### src/rtl/pipe_ctrl_pkg.sv
// Shared pipeline-control definitions: bus widths, stall encodings, stage indices,
// bubble constants and the control FSM state codes.
package pipe_ctrl_pkg;

    localparam int unsigned REG_BUS_W     = 32;
    localparam int unsigned INST_ADDR_W   = 32;
    localparam int unsigned STALL_W       = 6;
    localparam int unsigned FLUSH_CNT_W   = 16;

    typedef logic [REG_BUS_W-1:0]   reg_bus_t;
    typedef logic [INST_ADDR_W-1:0] inst_addr_t;
    typedef logic [STALL_W-1:0]     stall_vec_t;

    localparam int unsigned STG_PC  = 0;
    localparam int unsigned STG_IF  = 1;
    localparam int unsigned STG_ID  = 2;
    localparam int unsigned STG_EX  = 3;
    localparam int unsigned STG_MEM = 4;
    localparam int unsigned STG_WB  = 5;

    localparam stall_vec_t STALL_NONE = 6'b000000;
    localparam stall_vec_t STALL_ID   = 6'b000111;
    localparam stall_vec_t STALL_EX   = 6'b001111;
    localparam stall_vec_t STALL_MEM  = 6'b011111;

    // Bubble loaded into the register just below the lowest held stage.
    localparam reg_bus_t NOP_INST     = 32'h0000_0000;
    localparam logic     NOP_WREG     = 1'b0;

    typedef enum logic [1:0] {
        ST_RUN   = 2'd0,
        ST_STALL = 2'd1,
        ST_FLUSH = 2'd2
    } pipe_state_e;

    function automatic stall_vec_t encode_stall(input logic req_id,
                                                input logic req_ex,
                                                input logic req_mem);
        if (req_mem)     return STALL_MEM;
        else if (req_ex) return STALL_EX;
        else if (req_id) return STALL_ID;
        else             return STALL_NONE;
    endfunction

endpackage

### src/rtl/pipe_ctrl_stall_timer.sv
// Consecutive-stall timer: counts back-to-back stalled cycles and raises a sticky
// timeout once the run length reaches TIMEOUT_CYCLES. Used only with STALL_TIMEOUT_EN.
module pipe_ctrl_stall_timer #(
    parameter int unsigned TIMEOUT_CYCLES = 1024
) (
    input  logic clk,
    input  logic rst,
    input  logic stall_active,
    output logic timeout_o
);

    localparam int unsigned CNT_W = $clog2(TIMEOUT_CYCLES + 1);
    localparam logic [CNT_W-1:0] CNT_MAX = CNT_W'(TIMEOUT_CYCLES);

    logic [CNT_W-1:0] run_cnt_q, run_cnt_d;
    logic             timeout_q, timeout_d;

    always_comb begin
        run_cnt_d = run_cnt_q;
        timeout_d = timeout_q;
        if (!stall_active) begin
            run_cnt_d = '0;
        end else if (run_cnt_q != CNT_MAX) begin
            run_cnt_d = run_cnt_q + 1'b1;
        end
        if (stall_active && (run_cnt_d == CNT_MAX)) begin
            timeout_d = 1'b1;
        end
    end

    always_ff @(posedge clk) begin
        if (rst) begin
            run_cnt_q <= '0;
            timeout_q <= 1'b0;
        end else begin
            run_cnt_q <= run_cnt_d;
            timeout_q <= timeout_d;
        end
    end

    assign timeout_o = timeout_q;

endmodule

### src/rtl/pipe_ctrl.sv
// Pipeline control unit: per-stage stall vector, one-cycle flush with registered target
// PC, and stall/flush counters. Optional stall timeout enabled by STALL_TIMEOUT_EN.
//
// state    | meaning
// ---------+--------------------------------------------------
// ST_RUN   | no stall, no flush in force
// ST_STALL | a stall request was seen on the last edge
// ST_FLUSH | flush_o=1 this cycle, new_pc_o holds the target
module pipe_ctrl
    import pipe_ctrl_pkg::*;
#(
    parameter int unsigned TIMEOUT_CYCLES = 1024
) (
    input  logic                   clk,
    input  logic                   rst,
    input  logic                   stallreq_id,
    input  logic                   stallreq_ex,
    input  logic                   stallreq_mem,
    input  logic                   flush_req,
    input  logic [INST_ADDR_W-1:0] flush_pc_i,
    output logic [STALL_W-1:0]     stall_o,
    output logic                   flush_o,
    output logic [INST_ADDR_W-1:0] new_pc_o,
    output logic [REG_BUS_W-1:0]   stall_cycles_o,
    output logic [FLUSH_CNT_W-1:0] flush_count_o,
    output logic                   timeout_o
);

    if (TIMEOUT_CYCLES < 2) begin : g_cfg_check
        $error("pipe_ctrl: TIMEOUT_CYCLES must be at least 2");
    end

    pipe_state_e            state_q, state_d;
    inst_addr_t             new_pc_q, new_pc_d;
    reg_bus_t               stall_cycles_q, stall_cycles_d;
    logic [FLUSH_CNT_W-1:0] flush_count_q, flush_count_d;
    stall_vec_t             stall_vec;
    logic                   stall_active;
    logic                   any_req;

    assign any_req = stallreq_id | stallreq_ex | stallreq_mem;

    // Flush beats stall: a request alongside or during a flush is masked and not counted.
    always_comb begin
        stall_vec = encode_stall(stallreq_id, stallreq_ex, stallreq_mem);
        if (flush_req || (state_q == ST_FLUSH)) begin
            stall_vec = STALL_NONE;
        end
        stall_vec[STG_WB] = 1'b0;
    end

    assign stall_active = (stall_vec != STALL_NONE);

    always_comb begin
        state_d        = ST_RUN;
        new_pc_d       = new_pc_q;
        flush_count_d  = flush_count_q;
        stall_cycles_d = stall_cycles_q;
        if (flush_req) begin
            state_d       = ST_FLUSH;
            new_pc_d      = flush_pc_i;
            flush_count_d = flush_count_q + 1'b1;
        end else if (any_req) begin
            state_d = ST_STALL;
        end
        if (stall_active) begin
            stall_cycles_d = stall_cycles_q + 1'b1;
        end
    end

    always_ff @(posedge clk) begin
        if (rst) begin
            state_q        <= ST_RUN;
            new_pc_q       <= '0;
            stall_cycles_q <= '0;
            flush_count_q  <= '0;
        end else begin
            state_q        <= state_d;
            new_pc_q       <= new_pc_d;
            stall_cycles_q <= stall_cycles_d;
            flush_count_q  <= flush_count_d;
        end
    end

    assign stall_o        = stall_vec;
    assign flush_o        = (state_q == ST_FLUSH);
    assign new_pc_o       = new_pc_q;
    assign stall_cycles_o = stall_cycles_q;
    assign flush_count_o  = flush_count_q;

`ifdef STALL_TIMEOUT_EN
    pipe_ctrl_stall_timer #(
        .TIMEOUT_CYCLES (TIMEOUT_CYCLES)
    ) u_stall_timer (
        .clk          (clk),
        .rst          (rst),
        .stall_active (stall_active),
        .timeout_o    (timeout_o)
    );
`else
    assign timeout_o = 1'b0;
`endif

endmodule

### config.mk
export PLATFORM = sky130hd
export DESIGN_NAME = pipe_ctrl
export DESIGN_NICKNAME = d
export VERILOG_FILES = /design/src/rtl/pipe_ctrl_pkg.sv /design/src/rtl/pipe_ctrl_stall_timer.sv /design/src/rtl/pipe_ctrl.sv
export SDC_FILE = /design/constraint.sdc
export NUM_CORES = 1
export LEC_CHECK = 0
export CAP_MARGIN = 5
export CELL_PAD_IN_SITES_DETAIL_PLACEMENT = 0
export CELL_PAD_IN_SITES_GLOBAL_PLACEMENT = 1
export CORE_MARGIN = 3
export CORE_UTILIZATION = 33
export DETAILED_ROUTE_END_ITERATION = 6
export GPL_TIMING_DRIVEN = 0
export PLACE_DENSITY = 0.86
export SYNTH_ARGS = -nofsm -noshare
export SYNTH_HDL_FRONTEND = slang
export SYNTH_SLANG_ARGS = --single-unit
### constraint.sdc
create_clock -name clk -period 1.86 [get_ports clk]
set_input_delay 0.465 -clock clk [delete_from_list [all_inputs] [get_ports clk]]
set_output_delay 0.465 -clock clk [all_outputs]
set_load 0.02 [all_outputs]
# Word level (Yosys, flattened, before mapping)
# Cells that the tools add are included.
op_classes:
  n_addsub: 2
  n_mul: 0
  n_div: 0
  n_lt_le_gt_ge: 0
  eq_ne: 1
  n_shift: 0
  muxes: 6
  bitwise_logic: 2
  reduce_logical: 3
op_table:
  columns: ["op", "count"]
  rows:
  - ["$add 32x1->32 const B", 1]
  - ["$add 16x1->16 const B", 1]
  - ["$mux 5", 2]
  - ["$reduce_bool 6->1", 1]
  - ["$mux 4", 1]
  - ["$mux 3", 1]
  - ["$eq 2x2->1 const B", 1]
  - ["$mux 2", 1]
  - ["$or 1x1->1", 2]
  - ["$reduce_or 2->1", 1]
  - ["$logic_or 1x1->1", 1]
  - ["$mux 1", 1]
totals:
  ff_bits: 82
  latch_bits: 0
  ramBits: 0
  mem_bits_ro: 0
  inputBits: 38
  output_inout_bits: 88
  elab_cells: 19
  n_memories: 0

# Logic depth before layout (Yosys ltp)
# Gate-level depths: netlist (run 1).
logic_depth:
  ltp_word: 5
  mapped_depth: 7
  depth_no_buf: 6

# Worst setup path after synthesis (run 1)
# OpenSTA, ideal clock, no wires.
synth_timing:
  path_kind: "input to output"
  start: "input flush_req"
  end: "output stall_o[1]"
  t_arrival_ns: 1.441
  slack_ns: -0.046
  cell_stages: 5
  cell_sequence: "buf_6 > nor3_2 > buf_2 > buf_2 > buf_4"
synth_via:
  elab_chain_len: 2
synth_lines:
  columns: ["item", "line", "text"]
  rows:
  - ["from (decl)", "pipe_ctrl.sv:19", "input logic flush_req,"]
  - ["$logic_or 1x1->1", "pipe_ctrl.sv:46", "if (flush_req || (state_q == ST_FLUSH)) begin"]
  - ["$mux 5", "pipe_ctrl.sv:46", null]
  - ["to (decl)", "pipe_ctrl.sv:21", "output logic [STALL_W-1:0] stall_o,"]
# Every way passes these cells.

# Worst setup path after layout (run 1)
layout_timing:
  start: "register stall_cycles_q[9] (netlist: stall_cycles_o[9])"
  end: "output stall_cycles_o[9]"
layout_rtl:
  columns: ["item", "line", "text"]
  rows:
  - ["from (decl)", "pipe_ctrl.sv:35", "reg_bus_t stall_cycles_q, stall_cycles_d;"]
  - ["from (signal assigned)", "pipe_ctrl.sv:80", "stall_cycles_q <= stall_cycles_d;"]
  - ["to (decl)", "pipe_ctrl.sv:24", "output logic [REG_BUS_W-1:0] stall_cycles_o,"]
# No word-level cell between the ends.

==> flow_summary_export.csv, run 1 <==
group,metric,value,unit
outcome,outcome,"completed",
die,core_area,9950,um^2
global_routing,antenna_found_initial,0,
critical_path,worstSetupPathType,"reg2out",
synth,ys_types,38,
synth,synth_area,3450,um^2
critical_path,cpPeakStageDelay,0.62,ns
clocking,numCtsBuffers,9,
global_routing,grt_pass1_vias,3049,
critical_path,cp-start-kind,"register",
clocking,clockBufferDepth,2,
clocking,cts_max_level,3,
die,rows,36,
final_layout,antenna_cells,0,
routing,avgViaCountPerCell,4.74,
final_layout,fin_cells,652,
critical_path,reg2regPathDepth,11,
final_layout,final_cell_mix,"nor2_1 (76), dfxtp_1 (72), clkdlybuf4s50_1 (69), mux2i_1 (34), dlygate4sd2_1 (33)",
synth,synth_seq_cells,82,
pwr,peakVddDrop,0.000445,V
die,die_width,108,um
placement,io_buffers,121,
final_layout,final_cell_area,5210,um^2
timing,fin_crit_sh,97.4,%
pwr,power,3.74,mW
timing,clock_skew,0.0118,ns
critical_path,rr_endpoint,"stall_cycles_o[27]",
clocking,cts_tree,"yes",
placement,dp_hpwl,6.51,mm
final_layout,fin_nets,554,
critical_path,rrSetupSlack,0.05,ns
synth,syn_inst,365,
routing,ant_nets,0,
critical_path,r2r-start,"state_q[1]",
routing,drt-pass1-iter-count,4,
pwr,p_leak,2.39,nW
global_routing,grtUsageTotal,15.9,%
synth,ys_warn_count,0,
clocking,clkTransAtPathRegs,0.09,ns
die,ios,126,
routing,detail_route.wl_per_cell,14.3,um
critical_path,crit_buf_inv,1,
timing,fin_ws,0.0485,ns
timing,max_slew_margin,51.5,%
timing,fin_tns_setup,0,ns
placement,dp.cells,620,
routing,drtIter0Drc,87,
synth,avgSynthCellArea,9.45,um^2
routing,remaining_drc_errors,0,
timing,fmax,0.552,GHz
timing,timing.final.hold_violations,0,
critical_path,cp-end-kind,"output port",
global_routing,grt_max_degree,14,
synth,seq_area_frac_synth,47.6,%
routing,num_vias,3092,
global_routing,grt_pass1_wl,14.9,mm
final_layout,areaGrowthSynthToFinish,51.1,%
timing,final_max_slew_viol_count,0,
final_layout,layout_commonest_cell,"nor2_1",
clocking,root_buffer,"clkbuf_8",
placement,dp_slack,-1.05,ns
critical_path,path_max_fanout,3,
critical_path,slowest_stage,"clkdlybuf4s50_1",
final_layout,drive_gt1_share,14.8,%
clocking,clock_latency,0.35,ns
worst_hold_path,hp-class,"in2reg",
placement,dpl_cell_area,4840,um^2
critical_path,cp.arrival,1.35,ns
critical_path,cp.required,1.39,ns
clocking,cts_sinks,82,
job,max-cap-violations,0,
timing,rsz0062_at_grt,"yes",
timing,setup_viol_count_final,0,
routing,totalWireLength,9.32,mm
critical_path,cp_top_family,"buffers and inverters",
die,die_y,108,um
worst_hold_path,min_from,"rst",
timing,tightest_slew,0.727,ns
pwr,powerDensity,717,nW/um^2
worst_hold_path,hold_end,"state_q[1]",
placement,gp_congestion,0.806,
timing,period_needed,1.81,ns
final_layout,nFillCells,935,
global_routing,overflow,0,
die,die-area,11700,um^2
critical_path,crit_path_cell_trace,"clkdlybuf4s50_1",
worst_hold_path,hold_depth,2,
die,start_util,34.6,%
-- cells by family after synthesis --
logic type | after synthesis | share of synthesized area [%]
muxes | 34 | 9.87
and+or+nand+nor | 166 | 25.3
adders and majority gates | 2 | 0.726
xor gates and xnor gates | 36 | 9.14
buffers and inverters | 24 | 4.32
DFF | 82 | 47.6
AOI/OAI and AO/OA | 20 | 2.98
other | 1 | 0.109
-- final cells by class --
type	count	area (um^2)	share of cell area (%)
multi-input cells	260	1720	33.0
clock inverters	4	76.3	1.46
inverters	1	3.75	0.0720
repair buffers	138	1300	24.9
plain buffers	22	154	2.95
clock buffers	12	135	2.59
well taps	133	166	3.19
flip-flops and latches	82	1650	31.7
-- timing repair --
action                                  in CTS  in global routing
cloned                                       0                  1
gates resized for setup                     78                 30
pin swaps                                    4                  8
hold buffers                                 0                  0
endpoints found under the setup margin      46                 26
setup buffers                               13                  4
-- sequential cells by signal, summed over array words and instances, names as in the netlist --
signal,cells
new_pc_o,32
flush_count_o,16
state_q,2
stall_cycles_o,32
-- report_power, final --
group,total (mW),switching [mW],internal (mW)
clock network,1.41,0.649,0.762
registers,1.84,0.0356,1.81
logic,0.483,0.233,0.250
total,3.74,0.918,2.82
-- Yosys cell counts, drive strengths merged --
library cell	count	area share, %
xnor2	8	2.0
nand3	14	2.5
mux2i	34	9.9
nor3b	1	0.22
nor3	9	1.9
nor2b	2	0.58
o21ai	9	1.3
or4	1	0.22
clkbuf	12	1.6
buf	11	2.6
nor4	3	1.2
a21oi	10	1.5
nand2	16	1.7
and3	8	1.5
ha	2	0.73
nor2	76	8.3
or3	10	1.8
dfxtp	82	48
o31ai	1	0.22
and2	2	0.36
xor2	28	7.1
nand4	21	4.2
conb	1	0.11
and4	3	0.80
inv	1	0.11
-- how the worst max path moves through the flow --
stage | from | to | slack, ns | cells after the start
floorplan | flush_req | stall_o[3] | 0.02 | 3
global placement | stallreq_mem | stall_o[1] | -1.03 | 7
detailed placement | stallreq_mem | stall_o[2] | -1.05 | 7
CTS | state_q[1] | stall_o[2] | -0.02 | 6
global route | stall_cycles_o[9] | stall_cycles_o[9] | 0.0005 | 1
finish | stall_cycles_o[9] | stall_cycles_o[9] | 0.05 | 1
-- per-layer routing --
layer  wire, um  GRT usage, %  share of wire, %
met1       3900          18.9                42
met2       4480          26.5                48
met3        837          6.21               9.0
met4        105          5.23               1.1
met5          0             0                 0
-- through the flow --
| stage | utilization (%) | hold slack (ns) |
|---|---|---|
| floorplan | - | 0.559 |
| global placement | 48.6 | 0.471 |
| detailed placement | 48.6 | 0.486 |
| CTS | 51.6 | 0.330 |
| global route | 52.3 | 0.326 |
| finish | 52.3 | 0.333 |
No activity file was read; power rests on OpenSTA's default activity.
==> run 2, diff against run 1 <==
--- a/config.mk
+++ b/config.mk
@@ -8,6 +8,7 @@
 export CAP_MARGIN = 5
 export CELL_PAD_IN_SITES_DETAIL_PLACEMENT = 0
 export CELL_PAD_IN_SITES_GLOBAL_PLACEMENT = 1
+export CORE_ASPECT_RATIO = 1.4
 export CORE_MARGIN = 3
 export CORE_UTILIZATION = 33
 export DETAILED_ROUTE_END_ITERATION = 6
==> flow_summary_export.csv, run 2 (synthesis gave the netlist of run 1 again) <==
group,metric,value,unit
outcome,outcome,"completed",
global_routing,grt_max_degree,15,
job,max-cap-violations,0,
global_routing,grt_use_met2,28.5,%
placement,io_buffers,121,
clocking,cts_tree,"yes",
global_routing,grt.busiest_layer,"met2",
die,core_area,10100,um^2
global_routing,antenna_found_initial,0,
global_routing,grt_pass1_wl,14.9,mm
timing,rsz0062_at_grt,"yes",
timing,fmax,0.539,GHz
final_layout,areaGrowthSynthToFinish,53.4,%
critical_path,reg2regPathDepth,7,
die,die_y,127,um
timing,setup_viol_count_final,0,
die,ios,126,
routing,drt-pass1-iter-count,4,
routing,remaining_drc_errors,0,
clocking,clkTransAtPathRegs,0.06,ns
clocking,root_buffer,"clkbuf_16",
critical_path,path_max_fanout,4,
routing,detail_route.wl_per_cell,14.1,um
routing,totalWireLength,9.13,mm
critical_path,cp.required,1.39,ns
critical_path,cpPeakStageDelay,0.30,ns
worst_hold_path,hold_depth,2,
critical_path,worstSetupPathType,"reg2out",
pwr,p_leak,2.39,nW
placement,dp_slack,-1.08,ns
critical_path,crit_buf_inv,3,
global_routing,met1_usage,17.4,%
global_routing,grt_use_met3,5.28,%
final_layout,antenna_cells,0,
placement,dp_hpwl,6.87,mm
timing,fin_crit_sh,99.8,%
final_layout,final_cell_mix,"clkdlybuf4s50_1 (78), nor2_1 (76), dfxtp_1 (71), mux2i_1 (34), xor2_1 (28)",
pwr,peakVddDrop,0.000482,V
timing,clock_skew,0.00419,ns
pwr,power,4.34,mW
timing,tightest_slew,0.729,ns
final_layout,layout_commonest_cell,"clkdlybuf4s50_1",
critical_path,cp-end-kind,"output port",
global_routing,overflow,0,
critical_path,slowest_stage,"dfxtp_1",
pwr,powerDensity,820,nW/um^2
global_routing,grtUsageTotal,15.9,%
routing,drtIter0Drc,67,
clocking,cts_sinks,82,
timing,max_slew_margin,51.4,%
final_layout,fin_nets,545,
clocking,clockBufferDepth,2,
die,die_width,92.4,um
critical_path,cp_top_family,"simple AND/OR/NAND/NOR gates",
critical_path,worst-path-stages,5,
timing,timing.final.hold_violations,0,
critical_path,rr_endpoint,"stall_cycles_o[31]",
critical_path,r2r-start,"stall_cycles_o[5]",
timing,final_max_slew_viol_count,0,
clocking,numCtsBuffers,9,
timing,fin_ws,0.00390,ns
critical_path,rrSetupSlack,0.12,ns
die,start_util,34.3,%
routing,avgViaCountPerCell,4.76,
critical_path,critPathMostFrequentCell,"buf_6",
worst_hold_path,min_from,"rst",
routing,ant_nets,0,
global_routing,grt_pass1_vias,3013,
clocking,cts_max_level,3,
worst_hold_path,hold_end,"state_q[1]",
final_layout,drive_gt1_share,13.5,%
critical_path,cp-start-kind,"register",
die,rows,43,
placement,gp_congestion,0.887,
critical_path,crit_path_cell_trace,"nor2b_4 -> nor3_4 -> buf_12 -> buf_6 -> buf_6",
worst_hold_path,hp-class,"in2reg",
routing,num_vias,3073,
clocking,clock_latency,0.33,ns
timing,period_needed,1.86,ns
die,die-area,11700,um^2
critical_path,cp.arrival,1.39,ns
## run 2: stage by stage
stage | TNS (ns) | cell area [um^2] | cells | hold slack (ns) | util, %
2_1_floorplan | 0 | 3460 | 366 | 0.559 | -
3_3_place_gp | -11.27 | 4840 | 622 | 0.473 | 48.1
3_5_place_dp | -12.14 | 4840 | 622 | 0.485 | 48.1
4_1_cts | -0.441 | 5210 | 644 | 0.342 | 51.8
5_1_grt | -0.0903 | 5290 | 645 | 0.355 | 52.6
6_report | 0 | 5290 | 645 | 0.351 | 52.6
## run 2: final cells by class
cell class,instances,area (um^2)
fill,958,4770
clock inverter,7,118
timing repair buffer,129,1250
sequential,82,1660
inverter,1,3.75
multi-input combinational,260,1700
clock buffer,9,225
tap,135,169
buffer,22,164
## run 2: worst reg2reg max path, stage by stage (launching register included)
cell and delay (ns):
dfxtp_1 0.40, and4_1 0.25, and3_1 0.18, buf_6 0.12
nand3_2 0.09, buf_6 0.15, or3_1 0.34, a21oi_1 0.14
## run 2: metal layers
layer | share of wire [%] | vias to the layer above
met2 | 52 | 100
li1 | - | 1520
met1 | 39 | 1444
met3 | 7.3 | 9
met5 | 0 | -
met4 | 1.5 | 0
## run 2: repair_timing
item | in CTS | in global routing
pin swaps | 2 | 4
hold buffers | 0 | 0
endpoints found under the setup margin | 39 | 31
setup buffers | 6 | 2
cloned | 0 | 0
resized for setup | 66 | 31
## run 2: worst max-delay path by stage
stage                       from                 end
2_1_floorplan          flush_req          stall_o[3]
3_3_place_gp        stallreq_mem          stall_o[2]
3_5_place_dp        stallreq_mem          stall_o[1]
4_1_cts        stall_cycles_o[1]  stall_cycles_o[26]
5_1_grt               state_q[1]          stall_o[1]
6_report              state_q[1]          stall_o[2]
## run 2: power breakdown
| part | switching, mW | internal [mW] |
|---|---|---|
| clock network | 0.711 | 1.31 |
| logic | 0.228 | 0.244 |
| registers | 0.0352 | 1.81 |
==> run 3, diff against run 2 <==
--- a/config.mk
+++ b/config.mk
@@ -14,6 +14,7 @@
 export DETAILED_ROUTE_END_ITERATION = 6
 export GPL_TIMING_DRIVEN = 0
 export PLACE_DENSITY = 0.86
+export SLEW_MARGIN = 20
 export SYNTH_ARGS = -nofsm -noshare
 export SYNTH_HDL_FRONTEND = slang
 export SYNTH_SLANG_ARGS = --single-unit
==> results of run 3 <==
Same layout as run 2: the final DEF is identical, and so are final timing and power.
